`src/rtl/ifu_pkg.sv`:
```
// ifu_pkg: shared types and constants for the instruction fetch unit
package ifu_pkg;
    typedef struct packed {
        logic [31:0] pc;
        logic [31:0] instr;
    } fetch_entry_t;
    localparam int INSTR_BYTES = 4;
    localparam logic [31:0] PC_ALIGN_MASK = 32'hFFFF_FFFC;
endpackage

```
`src/rtl/ifu_fifo.sv`:
```
// ifu_fifo: synchronous prefetch FIFO of {pc, instr} entries; clear beats push and pop
module ifu_fifo
    import ifu_pkg::*;
#(
    parameter int DEPTH = 4,
    localparam int AW = $clog2(DEPTH)
) (
    input  logic         clk,
    input  logic         rst,
    input  logic         push,
    input  logic         pop,
    input  logic         clear,
    input  fetch_entry_t din,
    output logic         full,
    output logic         empty,
    output logic [AW:0]  count,
    output fetch_entry_t head
);
    fetch_entry_t mem [DEPTH];
    logic [AW:0] rd_ptr, wr_ptr;

    always_ff @(posedge clk) begin
        if (rst || clear) begin
            rd_ptr <= '0;
            wr_ptr <= '0;
        end else begin
            if (push) wr_ptr <= wr_ptr + 1'b1;
            if (pop) rd_ptr <= rd_ptr + 1'b1;
        end
    end

    always_ff @(posedge clk) begin
        if (!rst && !clear && push) mem[wr_ptr[AW-1:0]] <= din;
    end

    assign count = wr_ptr - rd_ptr;
    assign empty = wr_ptr == rd_ptr;
    assign full  = count == (AW+1)'(DEPTH);
    assign head  = mem[rd_ptr[AW-1:0]];
endmodule

```
`src/rtl/ifu_prefetch.sv`:
```
// ifu_prefetch: sequential ICCM fetch with prefetch queue and flush redirect.
// Define IFU_BYPASS_EN to forward a response straight to decode when the queue is empty.
module ifu_prefetch
    import ifu_pkg::*;
#(
    parameter logic [31:0] RESET_PC = 32'h0000_0000,
    parameter int FIFO_DEPTH = 4,
    localparam int CW = $clog2(FIFO_DEPTH) + 1
) (
    input  logic          clk,
    input  logic          rst,
    output logic [31:0]   iccm_rd_addr,
    output logic          iccm_rd_en,
    input  logic [31:0]   iccm_rd_data,
    output logic          instr_valid,
    input  logic          instr_ready,
    output logic [31:0]   instr_location,
    output logic [31:0]   instr_to_dec,
    input  logic          flush_from_exe,
    input  logic [31:0]   flush_addr_exe,
    input  logic          flush_from_dec,
    input  logic [31:0]   flush_addr_dec,
    output logic [CW-1:0] fifo_count
);
    logic [31:0] fetch_pc, rsp_pc, target;
    logic inflight, flush, push, pop, empty, full, byp;
    logic [CW-1:0] count;
    fetch_entry_t head;

    assign flush  = flush_from_exe | flush_from_dec;
    assign target = (flush_from_exe ? flush_addr_exe : flush_addr_dec) & PC_ALIGN_MASK;
    // issue check counts the in-flight word so its response always has a slot
    assign iccm_rd_en   = !rst && !flush && (32'(count) + 32'(inflight) < FIFO_DEPTH);
    assign iccm_rd_addr = fetch_pc;

`ifdef IFU_BYPASS_EN
    assign byp = inflight && empty;
`else
    assign byp = 1'b0;
`endif

    assign instr_valid    = !rst && !flush && (!empty || byp);
    assign instr_location = byp ? rsp_pc : head.pc;
    assign instr_to_dec   = byp ? iccm_rd_data : head.instr;
    assign pop            = instr_valid && instr_ready && !empty;
    assign push           = inflight && !flush && !full && !(byp && instr_ready);
    assign fifo_count     = rst ? '0 : count;

    ifu_fifo #(.DEPTH(FIFO_DEPTH)) u_fifo (
        .clk   (clk),
        .rst   (rst),
        .push  (push),
        .pop   (pop),
        .clear (flush),
        .din   ('{pc: rsp_pc, instr: iccm_rd_data}),
        .full  (full),
        .empty (empty),
        .count (count),
        .head  (head)
    );

    always_ff @(posedge clk) begin
        if (rst) begin
            fetch_pc <= RESET_PC & PC_ALIGN_MASK;
            rsp_pc   <= '0;
            inflight <= 1'b0;
        end else if (flush) begin
            fetch_pc <= target;
            inflight <= 1'b0;
        end else begin
            inflight <= iccm_rd_en;
            if (iccm_rd_en) begin
                fetch_pc <= fetch_pc + 32'(INSTR_BYTES);
                rsp_pc   <= fetch_pc;
            end
        end
    end
endmodule

```
`config.mk`:
```
export PLATFORM = sky130hd
export DESIGN_NAME = ifu_prefetch
export DESIGN_NICKNAME = d
export VERILOG_FILES = /design/src/rtl/ifu_pkg.sv /design/src/rtl/ifu_fifo.sv /design/src/rtl/ifu_prefetch.sv
export SDC_FILE = /design/constraint.sdc
export NUM_CORES = 1
export LEC_CHECK = 0
export ABC_AREA = 1
export ABC_CLOCK_PERIOD_IN_PS = 11600
export CORE_MARGIN = 5
export CORE_UTILIZATION = 45
export CTS_BUF_LIST = sky130_fd_sc_hd__clkbuf_4 sky130_fd_sc_hd__clkbuf_8
export DETAILED_ROUTE_END_ITERATION = 12
export HOLD_SLACK_MARGIN = 0.1
export PLACE_DENSITY = 0.69
export RECOVER_POWER = 100
export SYNTH_ARGS = -nofsm -noshare
export SYNTH_HDL_FRONTEND = slang
export SYNTH_SLANG_ARGS = --single-unit
```
`constraint.sdc`:
```
create_clock -name clk -period 11.6 [get_ports clk]
set_input_delay 2.32 -clock clk [delete_from_list [all_inputs] [get_ports clk]]
set_output_delay 2.32 -clock clk [all_outputs]
set_load 0.05 [all_outputs]
```
==> impl_metrics.tcl <==
set metrics [dict create \
    outcome "finished, violations left" \
    violations "max-capacitance violations, max-slew violations" \
    path_clk_slew_ns 0.06 \
    fmax_mhz 101 \
    ir_drop_v 0.0000646 \
    h-tree-depth 2 \
    setup_slack_ns 1.68 \
    netSwitchingPower_uw 538 \
    synth_seq_cells 317 \
    cpLargestDelayFamily "buffers and inverters" \
    p_comb_share_pct 6.9 \
    rsz0062_at_grt "no" \
    drc 0 \
    ios 202 \
    root_buffer "clkbuf_8" \
    seqPwrFrac_pct 53.7 \
    dieHeight_microns 181 \
    postCtsResizedCells 0 \
    skew_ns 0.0117 \
    tightestPinTransition_ns 3.98 \
    via_count 9664 \
    critical-path-max-stage-delay_ns 1.33 \
    cp-start-kind "input port" \
    seq_area_frac_synth_pct 67.2 \
    ff2ff_setup_slack_ns 6.34 \
    coreArea_sq_um 28800 \
    place.gp.congestion 0.909 \
    synth-main-ff-cell "edfxtp_1" \
    area_growth_syn_to_layout_pct 24.2 \
    synth_top_area_cell "edfxtp_1" \
    routedWlPerCell_microns 16.8 \
    place_ws_ns 2.91 \
    async_reset_ff_share_pct 0 \
    die_x_microns 181 \
    overflow 0 \
    clkPwrFrac_pct 39.4 \
    syn_area_sq_um 13100 \
    grt_max_degree 97 \
    swShare_pct 22.9 \
    relSlewSlack_pct -165 \
    hp-class "reg2reg" \
    setup_tns_ns 0 \
    crit_cells 9 \
    power_per_cell_area_nw_per_um2 144 \
    min_period_over_period_pct 85.5 \
    ctsLongestPathBuffers 3 \
    first_iter_violations 732 \
    cts_buffers 50 \
    worst-path-buf-inv 5 \
    yosys-top-cells-area "edfxtp_1 (57%), dfxtp_1 (11%), o21ai_0 (6.7%), nor2_1 (5.7%), nand2_1 (4.9%)" \
    path_max_fanout 60 \
    cp_cell_sequence "dlygate4sd3_1 > nor2_4 > buf_4 > nand2_1 > nor2_1 > nand2_2 > clkbuf_1 > inv_2 > dlygate4sd3_1" \
    arrival_ns 7.60 \
    yosys_warnings 0 \
    critPathRequiredTime_ns 9.28 \
    p_int_mw 1.81 \
    min_path_cells 0 \
    instances_no_fill 1860 \
    grt_pass1_vias 9371 \
    maxCapViolations 9 \
    critPathMostFrequentCell "dlygate4sd3_1" \
    first_pass_iters 6 \
    grt_use_total_pct 18.4 \
    cts_setup_buffers 0 \
    cts_tree "yes" \
    syn_area_per_cell_sq_um 10.6 \
    min_period_ns 9.92 \
    nNetsFinal 1542 \
    insertion_delay_ns 0.56 \
    routed_wl_mm 31.3 \
    final_cell_mix "edfxtp_1 (248), nor2_1 (196), o21ai_0 (181)" \
    drv_slew 562 \
    synth_top_area_share_pct 56.6 \
    initial_utilization_pct 45.7 \
    synthCells 1246 \
    total_power_mw 2.35 \
    hold_buffers 0 \
    report.final.hold_viol_count 0 \
    critical_path.slowest_cell "clkbuf_1" \
    ant_nets 0 \
    dp_cells 1764 \
    path_class "in2out" \
    dieArea_sq_um 32700 \
    synth_edf_count 248 \
    cts.sink_count 317 \
    dp_hpwl_mm 19.1 \
    r2r_cells 9 \
    end_kind "output pin" \
    antenna_found_initial 0 \
    cellLeakagePower_nw 6.00 \
    setup_viol 0 \
    vias_per_cell 5.20 \
    std_cell_rows 62 \
    final_common_cell "edfxtp_1" \
    port_buffers 193 \
    synth_cell_types 35 \
    layout-drive-gt1-share_pct 6.51 \
    grt_pass1_wl_mm 49.2 \
]
layout make-up:
class                           count  area, sq um
Fill cell                        2464        12500
Sequential cell                   317         8830
Multi-Input combinational cell    797         3790
Timing Repair Buffer              204         1990
Clock buffer                       61          771
Tap cell                          384          480
Inverter                           62          234
Clock inverter                     33          229
Antenna cell                        2         5.00
cells by family after synthesis:
family                     count (synthesis)  share of synthesized area, %
AOI/OAI and AO/OA                        328                          13.4
xor gates and xnor gates                   4                         0.266
adders and majority gates                  9                         0.914
buffers and inverters                    135                          4.22
DFF                                      317                          67.2
muxes                                      2                         0.162
other                                      1                        0.0285
and+or+nand+nor                          450                          13.9
final timing paths:
kind	from	end
min reg2reg	rsp_pc[19]	u_fifo.mem[1][51]
max	flush_from_exe	iccm_rd_en
max reg2reg	u_fifo.wr_ptr[0]	u_fifo.mem[2][28]
min	rsp_pc[19]	u_fifo.mem[1][51]
sequential cells by signal (all words and copies together), names as in the netlist, named ones only:
name and cells:
iccm_rd_addr 30, u_fifo.wr_ptr 3, rsp_pc 30, u_fifo.rd_ptr 3
inflight 1, u_fifo.mem 248
through the flow:
step                utilization (%)  hold WS [ns]  instance area, sq um
floorplan                         -         0.455                 13200
global placement               53.4         0.481                 15400
detailed placement             53.4         0.495                 15400
CTS                            56.9         0.506                 16400
global route                   56.7         0.521                 16300
finish                         56.7         0.499                 16300
power by group through the flow:
| stage | logic, mW | registers [mW] | clock network, mW |
|---|---|---|---|
| after floorplan | 0.0650 | 1.31 | 0 |
| after global routing | 0.177 | 1.26 | 0.999 |
| after global placement | 0.167 | 1.28 | 0 |
| final | 0.162 | 1.26 | 0.924 |
| after CTS | 0.169 | 1.26 | 0.950 |
| after detailed placement | 0.168 | 1.28 | 0 |
Yosys cell counts (5+ instances only):
cell type,count
o21ai_0,175
edfxtp_1,248
dfxtp_1,69
nor3_1,5
buf_2,11
inv_1,60
nand2_1,170
o21ai_1,7
nand3_1,58
nor2_1,199
o22ai_1,65
buf_4,9
a21oi_1,69
clkbuf_1,50
ha_1,8
per-layer routing:
layer | wire length (microns) | track usage (%) | share of wire (%) | up-vias
li1 | - | - | - | 4768
met1 | 13800 | 24.6 | 44 | 4497
met2 | 14200 | 29.7 | 45 | 354
met3 | 2490 | 4.77 | 7.9 | 45
met4 | 778 | 5.81 | 2.5 | 0
met5 | 0 | 0 | 0 | -
Note: power is estimated with default switching activity, not from simulation.
